$ cat src/rtl/pipe_hazard_ctrl_pkg.sv
// Shared definitions for the pipeline hazard controller: stage indices,
// register-address width and the hazard FSM state encoding.
package pipe_hazard_ctrl_pkg;

  localparam int ADDR_WIDTH = 4;

  localparam int IF_IDX  = 0;
  localparam int ID_IDX  = 1;
  localparam int EX_IDX  = 2;
  localparam int MEM_IDX = 3;
  localparam int WB_IDX  = MEM_IDX + 1;

  typedef enum logic [1:0] {
    RUN      = 2'd0,
    LD_STALL = 2'd1,
    BR_FLUSH = 2'd2,
    MEM_WAIT = 2'd3
  } hz_state_e;

endpackage

$ cat src/rtl/pipe_hazard_ctrl_hz_detect.sv
// Combinational load-use comparator: flags an ID source read of the register
// a valid load in EX is about to write. Register 0 never matches.
module hz_detect #(
  parameter int ADDR_WIDTH = pipe_hazard_ctrl_pkg::ADDR_WIDTH
) (
  input  logic                  ex_valid,
  input  logic                  ex_is_ld,
  input  logic [ADDR_WIDTH-1:0] ex_rd,
  input  logic [ADDR_WIDTH-1:0] id_rs1,
  input  logic [ADDR_WIDTH-1:0] id_rs2,
  input  logic                  id_uses_rs1,
  input  logic                  id_uses_rs2,
  output logic                  hazard
);

  logic rs1_hit;
  logic rs2_hit;

  assign rs1_hit = id_uses_rs1 && (id_rs1 == ex_rd);
  assign rs2_hit = id_uses_rs2 && (id_rs2 == ex_rd);
  assign hazard  = ex_valid && ex_is_ld && (ex_rd != '0) && (rs1_hit || rs2_hit);

endmodule

$ cat src/rtl/pipe_hazard_ctrl.sv
// Per-stage enable/flush/valid generation for the in-order pipeline from
// load-use hazards, taken branches and the memory wait handshake.
module pipe_hazard_ctrl #(
  parameter int NUM_STAGES = 5,
  parameter int ADDR_WIDTH = pipe_hazard_ctrl_pkg::ADDR_WIDTH,
  parameter int LD_LAT     = 1,
  parameter int BR_PENALTY = 1,
  parameter int CNT_WIDTH  = 32
) (
  input  logic                             clk,
  input  logic                             rst,
  input  logic                             fetch_en,
  input  logic [ADDR_WIDTH-1:0]            id_rs1,
  input  logic [ADDR_WIDTH-1:0]            id_rs2,
  input  logic                             id_uses_rs1,
  input  logic                             id_uses_rs2,
  input  logic                             ex_is_ld,
  input  logic [ADDR_WIDTH-1:0]            ex_rd,
  input  logic                             branch_taken,
  input  logic                             mem_busy,
  output logic [NUM_STAGES-1:0]            stage_en,
  output logic [NUM_STAGES-1:0]            stage_flush,
  output logic [NUM_STAGES-1:0]            stage_valid,
  output logic                             ld_use_stall,
  output logic [CNT_WIDTH-1:0]             stall_cnt,
  output logic [CNT_WIDTH-1:0]             flush_cnt,
  output pipe_hazard_ctrl_pkg::hz_state_e  dbg_state
);

  import pipe_hazard_ctrl_pkg::*;

  localparam logic [2:0] LD_RELOAD = 3'(LD_LAT - 1);
  localparam logic [2:0] BR_RELOAD = 3'(BR_PENALTY - 1);

  hz_state_e             state, state_nxt;
  logic [2:0]            rem, rem_nxt;
  logic                  hazard;
  logic                  br_q;
  logic                  flush_inc;
  logic [NUM_STAGES-1:0] valid_in;

  hz_detect #(.ADDR_WIDTH(ADDR_WIDTH)) u_hz_detect (
    .ex_valid    (stage_valid[EX_IDX]),
    .ex_is_ld    (ex_is_ld),
    .ex_rd       (ex_rd),
    .id_rs1      (id_rs1),
    .id_rs2      (id_rs2),
    .id_uses_rs1 (id_uses_rs1),
    .id_uses_rs2 (id_uses_rs2),
    .hazard      (hazard)
  );

  assign br_q      = branch_taken & stage_valid[EX_IDX];
  assign valid_in  = {stage_valid[NUM_STAGES-2:0], fetch_en};
  assign dbg_state = state;

  always_ff @(posedge clk) begin
    if (!rst) begin
      state <= RUN;
      rem   <= '0;
    end else begin
      state <= state_nxt;
      rem   <= rem_nxt;
    end
  end

  // mem_busy is a wait handshake: while high, MEM's transfer has not completed
  // and everything up to MEM holds; the cycle it drops, MEM completes.
  always_comb begin : next_state
    state_nxt = state;
    rem_nxt   = rem;
    flush_inc = 1'b0;
    if (mem_busy) begin
      state_nxt = MEM_WAIT;
      rem_nxt   = '0;
    end else begin
      case (state)
        LD_STALL: begin
          rem_nxt = rem - 3'd1;
          if (rem == 3'd1) state_nxt = RUN;
        end
        BR_FLUSH: begin
          if (br_q) begin
            flush_inc = 1'b1;
            rem_nxt   = BR_RELOAD;
          end else begin
            rem_nxt = rem - 3'd1;
            if (rem == 3'd1) state_nxt = RUN;
          end
        end
        default: begin
          state_nxt = RUN;
          rem_nxt   = '0;
          if (br_q) begin
            flush_inc = 1'b1;
            if (BR_PENALTY > 1) begin
              state_nxt = BR_FLUSH;
              rem_nxt   = BR_RELOAD;
            end
          end else if (hazard && (LD_LAT > 1)) begin
            state_nxt = LD_STALL;
            rem_nxt   = LD_RELOAD;
          end
        end
      endcase
    end
  end

  always_comb begin : outputs
    stage_en     = '1;
    stage_flush  = '0;
    ld_use_stall = 1'b0;
    if (!rst) begin
      stage_flush = '1;
    end else if (mem_busy) begin
      // Writeback keeps draining; a bubble follows the stuck MEM instruction.
      stage_en = '0;
      for (int i = WB_IDX; i < NUM_STAGES; i++) stage_en[i] = 1'b1;
      stage_flush[WB_IDX] = 1'b1;
    end else begin
      case (state)
        LD_STALL: begin
          stage_en[IF_IDX]    = 1'b0;
          stage_en[ID_IDX]    = 1'b0;
          stage_flush[EX_IDX] = 1'b1;
          ld_use_stall        = 1'b1;
        end
        BR_FLUSH: begin
          stage_flush[IF_IDX] = 1'b1;
          if (br_q) stage_flush[ID_IDX] = 1'b1;
        end
        default: begin
          if (br_q) begin
            stage_flush[IF_IDX] = 1'b1;
            stage_flush[ID_IDX] = 1'b1;
          end else if (hazard) begin
            stage_en[IF_IDX]    = 1'b0;
            stage_en[ID_IDX]    = 1'b0;
            stage_flush[EX_IDX] = 1'b1;
            ld_use_stall        = 1'b1;
          end
        end
      endcase
    end
  end

  always_ff @(posedge clk) begin
    if (!rst) begin
      stage_valid <= '0;
      stall_cnt   <= '0;
      flush_cnt   <= '0;
    end else begin
      for (int i = 0; i < NUM_STAGES; i++) begin
        if (stage_en[i]) stage_valid[i] <= valid_in[i] & ~stage_flush[i];
      end
      if (ld_use_stall || (state == MEM_WAIT)) stall_cnt <= stall_cnt + CNT_WIDTH'(1);
      if (flush_inc) flush_cnt <= flush_cnt + CNT_WIDTH'(1);
    end
  end

endmodule

$ cat config.mk
export PLATFORM = sky130hd
export DESIGN_NAME = pipe_hazard_ctrl
export DESIGN_NICKNAME = d
export VERILOG_FILES = /design/src/rtl/pipe_hazard_ctrl_pkg.sv /design/src/rtl/pipe_hazard_ctrl_hz_detect.sv /design/src/rtl/pipe_hazard_ctrl.sv
export SDC_FILE = /design/constraint.sdc
export NUM_CORES = 1
export LEC_CHECK = 0
export ABC_AREA = 1
export CAP_MARGIN = 25
export CORE_ASPECT_RATIO = 1.1
export CORE_MARGIN = 2
export CORE_UTILIZATION = 46
export DETAILED_ROUTE_END_ITERATION = 10
export PLACE_DENSITY_LB_ADDON = 0.08
export SETUP_SLACK_MARGIN = 0.4
export SLEW_MARGIN = 20
export SYNTH_ARGS = -nofsm -noshare
export SYNTH_HDL_FRONTEND = slang
export SYNTH_SLANG_ARGS = --single-unit
$ cat constraint.sdc
create_clock -name clk -period 1.7 [get_ports clk]
set_clock_uncertainty 0.1 [all_clocks]
set_input_delay 0.17 -clock clk [delete_from_list [all_inputs] [get_ports clk]]
set_output_delay 0.17 -clock clk [all_outputs]
set_load 0.05 [all_outputs]
==> Yosys cells after proc, flatten, opt, wreduce, memory -nomap -nowiden <==
Index checks and enable logic that the tools add are counted.
{ "totals": {"ramBits": 0, "latchBits": 0, "reg_bits": 74, "output_inout_bits": 82, "mem_count": 0, "elab_cells": 66, "mem_bits_ro": 0, "in_bits": 20} }
{ "op_classes": {"muxes": 27, "shifts": 0, "reduce_logical": 9, "n_addsub": 3, "bitwise": 11, "n_lt_le_gt_ge": 0, "mul": 0, "n_div": 0, "eq_ne": 7} }
{ "op_table": {"columns": ["op", "n"], "rows": [
  ["$add 32x1->32 const B", 2],
  ["$mux 2", 8],
  ["$pmux 2 s2", 3],
  ["$mux 1", 10],
  ["$mux 3", 3],
  ["$eq 4x4->1", 2],
  ["$and 1x1->1", 6],
  ["$pmux 3 s2", 1],
  ["$logic_and 1x1->1", 5],
  ["$not 1->1", 5],
  ["$eq 2x2->1 const B", 2],
  ["$mux 4", 1],
  ["$reduce_bool 4->1", 1],
  ["$eq 3x1->1 const B", 1],
  ["$ne 3x3->1 const B", 1],
  ["$sub 3x1->3 const B", 1],
  ["$eq 2x1->1 const B", 1],
  ["$logic_or 1x1->1", 2],
  ["$pmux 1 s2", 1],
  ["$reduce_or 2->1", 1]
]} }

==> Logic depth before layout (Yosys ltp) <==
Gate-level depths: netlist of the first run.
{ "depth": {"word_depth": 11, "depth_mapped": 11, "ltp_nobuf": 11} }

==> Hierarchy <==
From an unflattened synthesis of the first run, not the netlist that was laid out.
{ "unflattened": {"cells_unflattened": 624, "area_unflattened_um2": 3901.2} }
{ "modules_own_cells": {"columns": ["mod", "cells_each", "area_each_um2", "n_inst", "seq_area_each_um2"], "rows": [
  ["pipe_hazard_ctrl", 588, 3743.6, 1, 1401.3],
  ["hz_detect", 36, 157.7, 1, 0.0]
]} }

==> Worst setup path after synthesis of the first run <==
No wires, ideal clock.
{ "synth_path": {"path_kind": "register to register", "start": "register flush_cnt[0]", "end": "register flush_cnt[18]", "period_less_slack_ps": 2130, "setup_ps": 147, "n_path_buf": 0, "path_slack_ps": -430, "path_stages_with_launch": 11, "arrival_time_ps": 1884, "required_ps": 1453, "cell_sequence": "dfxtp_1 > ha_1 > nand3_2 > nor2_4 > nand2_2 > nor2_4 > nand3_2 > nor2_2 > nand3_1 > nand2_1 > nor2_2"} }
{ "synth_via": {"elab_chain_cells": 1} }
{ "synth_lines": {"columns": ["item", "line_no", "rtl"], "rows": [
  ["start, declared", "pipe_hazard_ctrl.sv:26", "output logic [CNT_WIDTH-1:0] flush_cnt,"],
  ["start signal, assigned", "pipe_hazard_ctrl.sv:157", "if (flush_inc) flush_cnt <= flush_cnt + CNT_WIDTH'(1);"],
  ["$add 32x1->32", "pipe_hazard_ctrl.sv:157", null]
]} }
No other way between the ends.
A chain may end at the register's enable or synchronous reset.

==> Final worst setup path of the first run <==
{ "layout_path": {"start": "register stage_valid[2]", "end": "register flush_cnt[21]"} }
{ "layout_via": {"elab_chain_cells": 4} }
{ "layout_lines": {"columns": ["item", "line_no", "rtl"], "rows": [
  ["start, declared", "pipe_hazard_ctrl.sv:23", "output logic [NUM_STAGES-1:0] stage_valid,"],
  ["start signal, assigned by index", "pipe_hazard_ctrl.sv:154", "if (stage_en[i]) stage_valid[i] <= valid_in[i] & ~stage_flush[i];"],
  ["$and 1x1->1", "pipe_hazard_ctrl.sv:53", "assign br_q = branch_taken & stage_valid[EX_IDX];"],
  ["$mux 1", "pipe_hazard_ctrl.sv:83, pipe_hazard_ctrl.sv:94", null],
  ["$mux 1", null, null],
  ["$mux 1", "pipe_hazard_ctrl.sv:73", "if (mem_busy) begin"]
]} }
No other way between the ends.

==> results of run 1 <==
==> timing repair <==
item	4_1_cts	5_1_grt
cloned	6	0
buffers inserted	44	20
endpoints found under the setup margin	72	86
gates resized for setup	165	150
pin swaps	52	49
==> layer usage <==
metal / wire length [um] / up-vias / GRT usage (%)
met2: 9712 / 233 / 56.25
met4: 1100 / 0 / 19.82
met5: 0 / - / 0
met3: 772 / 85 / 4.208
li1: - / 2593 / -
met1: 6555 / 2704 / 32.12
==> through the flow <==
| step | std cells | hold slack (ns) | setup slack, ns | cell area (sq um) |
|---|---|---|---|---|
| finish | 1000 | 0.1562 | -0.1061 | 8113 |
| global route | 1000 | 0.1759 | -0.1824 | 8113 |
| CTS | 980 | 0.2997 | -0.07820 | 7396 |
| detailed placement | 914 | 0.3476 | -0.3570 | 6156 |
| global placement | 914 | 0.3482 | -0.3184 | 6156 |
| floorplan | 690 | 0.2492 | 0.05770 | 4999 |
==> logic make-up after synthesis <==
group,after synthesis
buf+inv,102
compound gates,80
fa+ha+maj,2
other cells,1
simple gates,411
xor+xnor,24
flops,70
==> layout make-up <==
type | instances | area (sq um) | area share (%)
multi-input cells | 518 | 3691 | 45.50
repair buffers | 201 | 2096 | 25.83
flip-flops and latches | 70 | 1630 | 20.10
inverters | 78 | 325.3 | 4.010
well taps | 117 | 146.4 | 1.804
clock buffers | 11 | 141.4 | 1.743
clock inverters | 5 | 82.58 | 1.018
==> sequential cells by signal (all words and copies together), names as in the netlist <==
signal,cells
dbg_state,1
stall_cnt,32
stage_valid,5
flush_cnt,32
==> power by group through the flow <==
stage / Sequential [mW] / Clock, mW / Combinational, mW
finish: 1.57 / 1.56 / 0.559
global route: 1.57 / 1.64 / 0.579
CTS: 1.57 / 1.57 / 0.475
detailed placement: 1.61 / 0 / 0.384
global placement: 1.61 / 0 / 0.374
floorplan: 1.64 / 0 / 0.189
==> critical path, delay by kind of cell (launching register included) <==
kind	cells	cell delay, ns
simple gates	6	0.56
xor+xnor	1	0.12
buf+inv	5	0.54
flops	1	0.37
==> worst paths after layout <==
path,startpoint,endpoint,slack (ns),depth (start not counted)
max,stage_valid[2],flush_cnt[21],-0.11,12
max reg2reg,stage_valid[2],flush_cnt[21],-0.11,12
min reg2reg,flush_cnt[19],flush_cnt[19],0.37,1
min,rst,stall_cnt[7],0.16,4
==> placed cells by master, fill, tap and decap left out, drive strengths merged <==
master         count
a21oi             53
a31oi              1
buf              181
bufbuf             1
bufinv             2
clkbuf            13
clkdlybuf4s50      5
clkinv             5
clkinvlp           2
conb               1
dfxtp             70
dlygate4sd2       10
dlymetal6s2s       2
ha                 2
inv               74
nand2            210
nand3             64
nand3b             9
nand4              7
nor2              92
nor3              28
o21ai             25
o22ai              1
or2                1
xnor2             10
xor2              14
==> flow_metrics.tcl, run 1 <==
set metrics [dict create \
    ctsHoldBuffers 0 \
    internal-power_mw 2.671 \
    status "finished, violations left" \
    io_buffers 100 \
    netlist-cell-type-count 34 \
    nNetsFinal 900 \
    pwr-share-clk_pct 42.3 \
    die_w_um 96.94 \
    post-synth-top-count-cell "nand2_1" \
    grt_max_degree 19 \
    clk_pin_slew_worst_paths_ns 0.08 \
    yosys_most_used_dff "dfxtp_1" \
    leakagePower_nw 3.560 \
    synth_top_area_share_pct 32.06 \
    hp-class "in2reg" \
    wirelength_mm 18.14 \
    yosysSeqAreaShare_pct 32.06 \
    p_switching_mw 1.022 \
    antenna_left 0 \
    p_per_area_nw_per_um2 455.3 \
    grt_setup_unrepaired "true" \
    post-route-period-util_pct 106.2 \
    critPathMaxStageDelay_ns 0.37 \
    io_pins 102 \
    swShare_pct 27.68 \
    synth_area_per_cell_sq_um 6.334 \
    p_total_mw 3.694 \
    clock_sinks 70 \
    fmax_mhz 553.7 \
    worst_ir_drop_vdd_mv 0.3348 \
    via_count 5615 \
    maxCapViolCount 0 \
    grt_first_pass_wirelength_mm 25.30 \
    worstPathArrival_ns 1.96 \
    critPathRequiredTime_ns 1.86 \
    slew_violations 0 \
    routedWlPerCell_um 18.14 \
    area_delta_synth_final_pct 85.63 \
    syn_inst 690 \
    synth_compound_area_share_pct 9.304 \
    crit_chain "buf_6 > buf_6 > nand3_4 > buf_4 > inv_4 > nand2_2 > inv_2 > nand3_4 > nor2_4 > nand2_2 > xor2_1 > nor2_1" \
    worst_slack_ns -0.1061 \
    finalHoldViolCount 0 \
    violations "setup timing" \
    synth_xor_area_share_pct 4.810 \
    first_iter_violations 257 \
    fin_crit_ns 1.806 \
    crit_path_end_kind "flip-flop" \
    setup-violations-final 15 \
    cts_buffer_depth 2 \
    pwr-share-seq_pct 42.5 \
    ys_top_cells_by_area "dfxtp_1 (32%), nand2_1 (18%), nor2_1 (6.6%)" \
    core_sq_um 9305 \
    synth_seq_cells 70 \
    cp-start-kind "flip-flop" \
    path_class "reg2reg" \
    grt_pass1_vias 5339 \
    syn-num-nets 712 \
    antenna_found_initial 0 \
    yosys.area_share.simple_pct 43.26 \
    cts_tree "built" \
    grt_use_total_pct 30.40 \
    synth_edf_count 0 \
    n_fill_cell 458 \
    cts_root_buffer "clkbuf_8" \
    drive_above_1_share_pct 58.66 \
    synth_top_family_by_area "simple AND/OR/NAND/NOR gates" \
    numCtsBuffers 9 \
    place_congestion 0.9112 \
    antenna_cells 0 \
    num_rows 37 \
    power_frac_comb_pct 15.1 \
    synthAdderAreaFrac_pct 0.5726 \
    syn_area_sq_um 4370 \
    vias_per_cell 5.615 \
    place_hpwl_mm 10.18 \
    drc 0 \
    die_h_um 106.2 \
    htree_levels 3 \
    crit_path_max_fanout 4 \
    fin_setup_tns_ns -0.9138 \
    grt_overflow 0 \
    dieArea_sq_um 10300 \
    clock_latency_ns 0.37 \
    critPathSlowestCell "dfxtp_4" \
    drtPass1Iterations 5 \
    synthArstFlopShare_pct 0 \
    synth_top_area_cell "dfxtp_1" \
    synth.yosys.warnings 0 \
    final_util_pct 87.19 \
    synth_mux_area_share_pct 0 \
    start_util_pct 46.97 \
    synth_top_cells_by_count "nand2_1 (204), nor2_1 (77), dfxtp_1 (70), inv_1 (65), nand3_1 (54)" \
]
(Power assumes the default switching activity.)
==> inputs of run 2 (changes only) <==
--- a/config.mk
+++ b/config.mk
@@ -11,6 +11,7 @@
 export CORE_MARGIN = 2
 export CORE_UTILIZATION = 46
 export DETAILED_ROUTE_END_ITERATION = 10
+export GPL_TIMING_DRIVEN = 0
 export PLACE_DENSITY_LB_ADDON = 0.08
 export SETUP_SLACK_MARGIN = 0.4
 export SLEW_MARGIN = 20
==> flow_metrics.tcl, run 2 (same netlist as run 1, synthesis figures left out) <==
set metrics [dict create \
    finalHoldViolCount 0 \
    grt_max_degree 12 \
    clock_sinks 70 \
    vias_per_cell 5.325 \
    first_iter_violations 160 \
    num_rows 37 \
    fin_crit_ns 1.859 \
    cpLargestDelayFamily "compound AO/OA/AOI/OAI gates" \
    wirelength_mm 15.56 \
    cp_num_buf_inv 3 \
    crit_path_end_kind "output pin" \
    place_congestion 0.9056 \
    cp-start-kind "flip-flop" \
    post-route-cell-area_sq_um 7089 \
    grt_first_pass_wirelength_mm 24.10 \
    start_util_pct 46.97 \
    cts_buffer_depth 2 \
    p_per_area_nw_per_um2 467.9 \
    leakagePower_nw 2.981 \
    startpoint "stage_valid[2]" \
    top_regs "flush_cnt: 32 flops, stall_cnt: 32 flops, stage_valid: 5 flops" \
    antenna_left 0 \
    cts_root_buffer "clkbuf_8" \
    crit_path_max_fanout 4 \
    r2r-start "stage_valid[2]" \
    routedWlPerCell_um 16.16 \
    p_total_mw 3.317 \
    swShare_pct 28.42 \
    drtPass1Iterations 5 \
    power_frac_comb_pct 13.5 \
    p_switching_uw 942.5 \
    cts_tree "built" \
    antenna_found_initial 0 \
    crit_chain "nand3_4 > a31oi_4 > nand2_4 > o21ai_4 > inv_4 > buf_6 > buf_8" \
    grt_setup_unrepaired "true" \
    critPathRequiredTime_ns 1.43 \
    io_buffers 99 \
    multi_input_area_sq_um 3402 \
    pwr-share-clk_pct 39.3 \
    grt_use_total_pct 28.90 \
    place_hpwl_mm 10.52 \
    antenna_cells 0 \
    violations "setup timing" \
    placed_area_sq_um 6136 \
    post-route-period-util_pct 109.3 \
    io_pins 102 \
    die_h_um 106.2 \
    final_cell_mix "nand2_1 (149), dfxtp_4 (60), inv_1 (53)" \
    htree_levels 3 \
    seq_area_sq_um 1630 \
    final_cells 963 \
    via_count 5128 \
    drive_above_1_share_pct 50.95 \
    core_sq_um 9305 \
    final_common_cell "nand2_1" \
    ctsHoldBuffers 0 \
    status "finished, violations left" \
    numCtsBuffers 9 \
    clock_latency_ns 0.36 \
    maxCapViolCount 0 \
    critPathSlowestCell "dfxtp_4" \
    path_class "reg2out" \
    worst_ir_drop_vdd_mv 0.3443 \
    internal-power_mw 2.374 \
    die_w_um 96.94 \
    worstPathArrival_ns 1.59 \
    drc 0 \
    fmax_mhz 538.0 \
    pwr-share-seq_pct 47.3 \
    tightest_slew_ns 0.8150 \
    nNetsFinal 863 \
    place_inst 906 \
    min_from "rst" \
    critPathMaxStageDelay_ns 0.38 \
    worst_slack_ns -0.1589 \
    slew_headroom_pct 45.66 \
    n_fill_cell 697 \
    slew_violations 0 \
    area_delta_synth_final_pct 62.21 \
    grt_pass1_vias 5083 \
    hp-class "in2reg" \
    grt_overflow 0 \
    setup-violations-final 12 \
    dieArea_sq_um 10300 \
    clk_pin_slew_worst_paths_ns 0.07 \
]
run 2: cell count changes in the layout (fill, tap and decap cells not counted), sizes merged:
| cell | delta |
|---|---|
| clkdlybuf4s15 | +3 |
| dlygate4sd2 | -1 |
| bufbuf | -1 |
| clkbuf | +37 |
| bufinv | -2 |
| buf | -71 |
| clkinv | -3 |
| inv | +1 |
run 2: layout make-up:
class / instances / share of cell area [%]
Multi-Input combinational cell: 518 / 47.99
Buffer: 24 / 2.859
Inverter: 78 / 4.518
Clock buffer: 15 / 2.489
Tap cell: 117 / 2.065
Clock inverter: 1 / 0.07060
Timing Repair Buffer: 140 / 17.01
Sequential cell: 70 / 23.00
run 2: what timing repair did:
action	4_1_cts	5_1_grt
setup endpoints to repair	147	101
setup buffers	28	8
pin swaps	45	38
resized for setup	559	101
gates cloned	5	0
run 2: power by group through the flow:
stage	sequential (mW)	clock [mW]	combinational [mW]
final	1.57	1.30	0.446
after CTS	1.57	1.33	0.396
after floorplan	1.64	0	0.189
after global routing	1.57	1.41	0.471
after global placement	1.61	0	0.347
after detailed placement	1.61	0	0.352
run 2: worst reg2reg max path, delay by kind of cell, from the launching register on:
kind / cells / cell delay [ns]
flops: 1 / 0.38
simple gates: 10 / 1.22
run 2: through the flow:
step | util (%) | setup WS (ns) | TNS [ns] | hold slack, ns
final | 76.19 | -0.1589 | -0.8255 | 0.05166
after global placement | 65.94 | -0.9581 | -20.49 | 0.3466
after floorplan | - | 0.05770 | 0 | 0.2492
after global routing | 76.19 | -0.2219 | -2.411 | 0.07995
after CTS | 71.87 | -0.1565 | -0.7057 | 0.05770
after detailed placement | 65.94 | -1.019 | -23.15 | 0.3530
run 2: metal layers:
metal	wire, um	GRT usage, %
met5	0	0
met4	663	15.29
met3	680	4.865
met2	8473	54.56
met1	5742	30.54
run 2: path summary, 6_finish.rpt:
| kind | to | slack [ns] | depth (start not counted) |
|---|---|---|---|
| worst max-delay path | stage_en[1] | -0.16 | 7 |
| worst min-delay path | flush_cnt[4] | 0.05 | 3 |
| worst max register to register | flush_cnt[18] | -0.06 | 10 |
| worst min register to register | flush_cnt[4] | 0.36 | 1 |
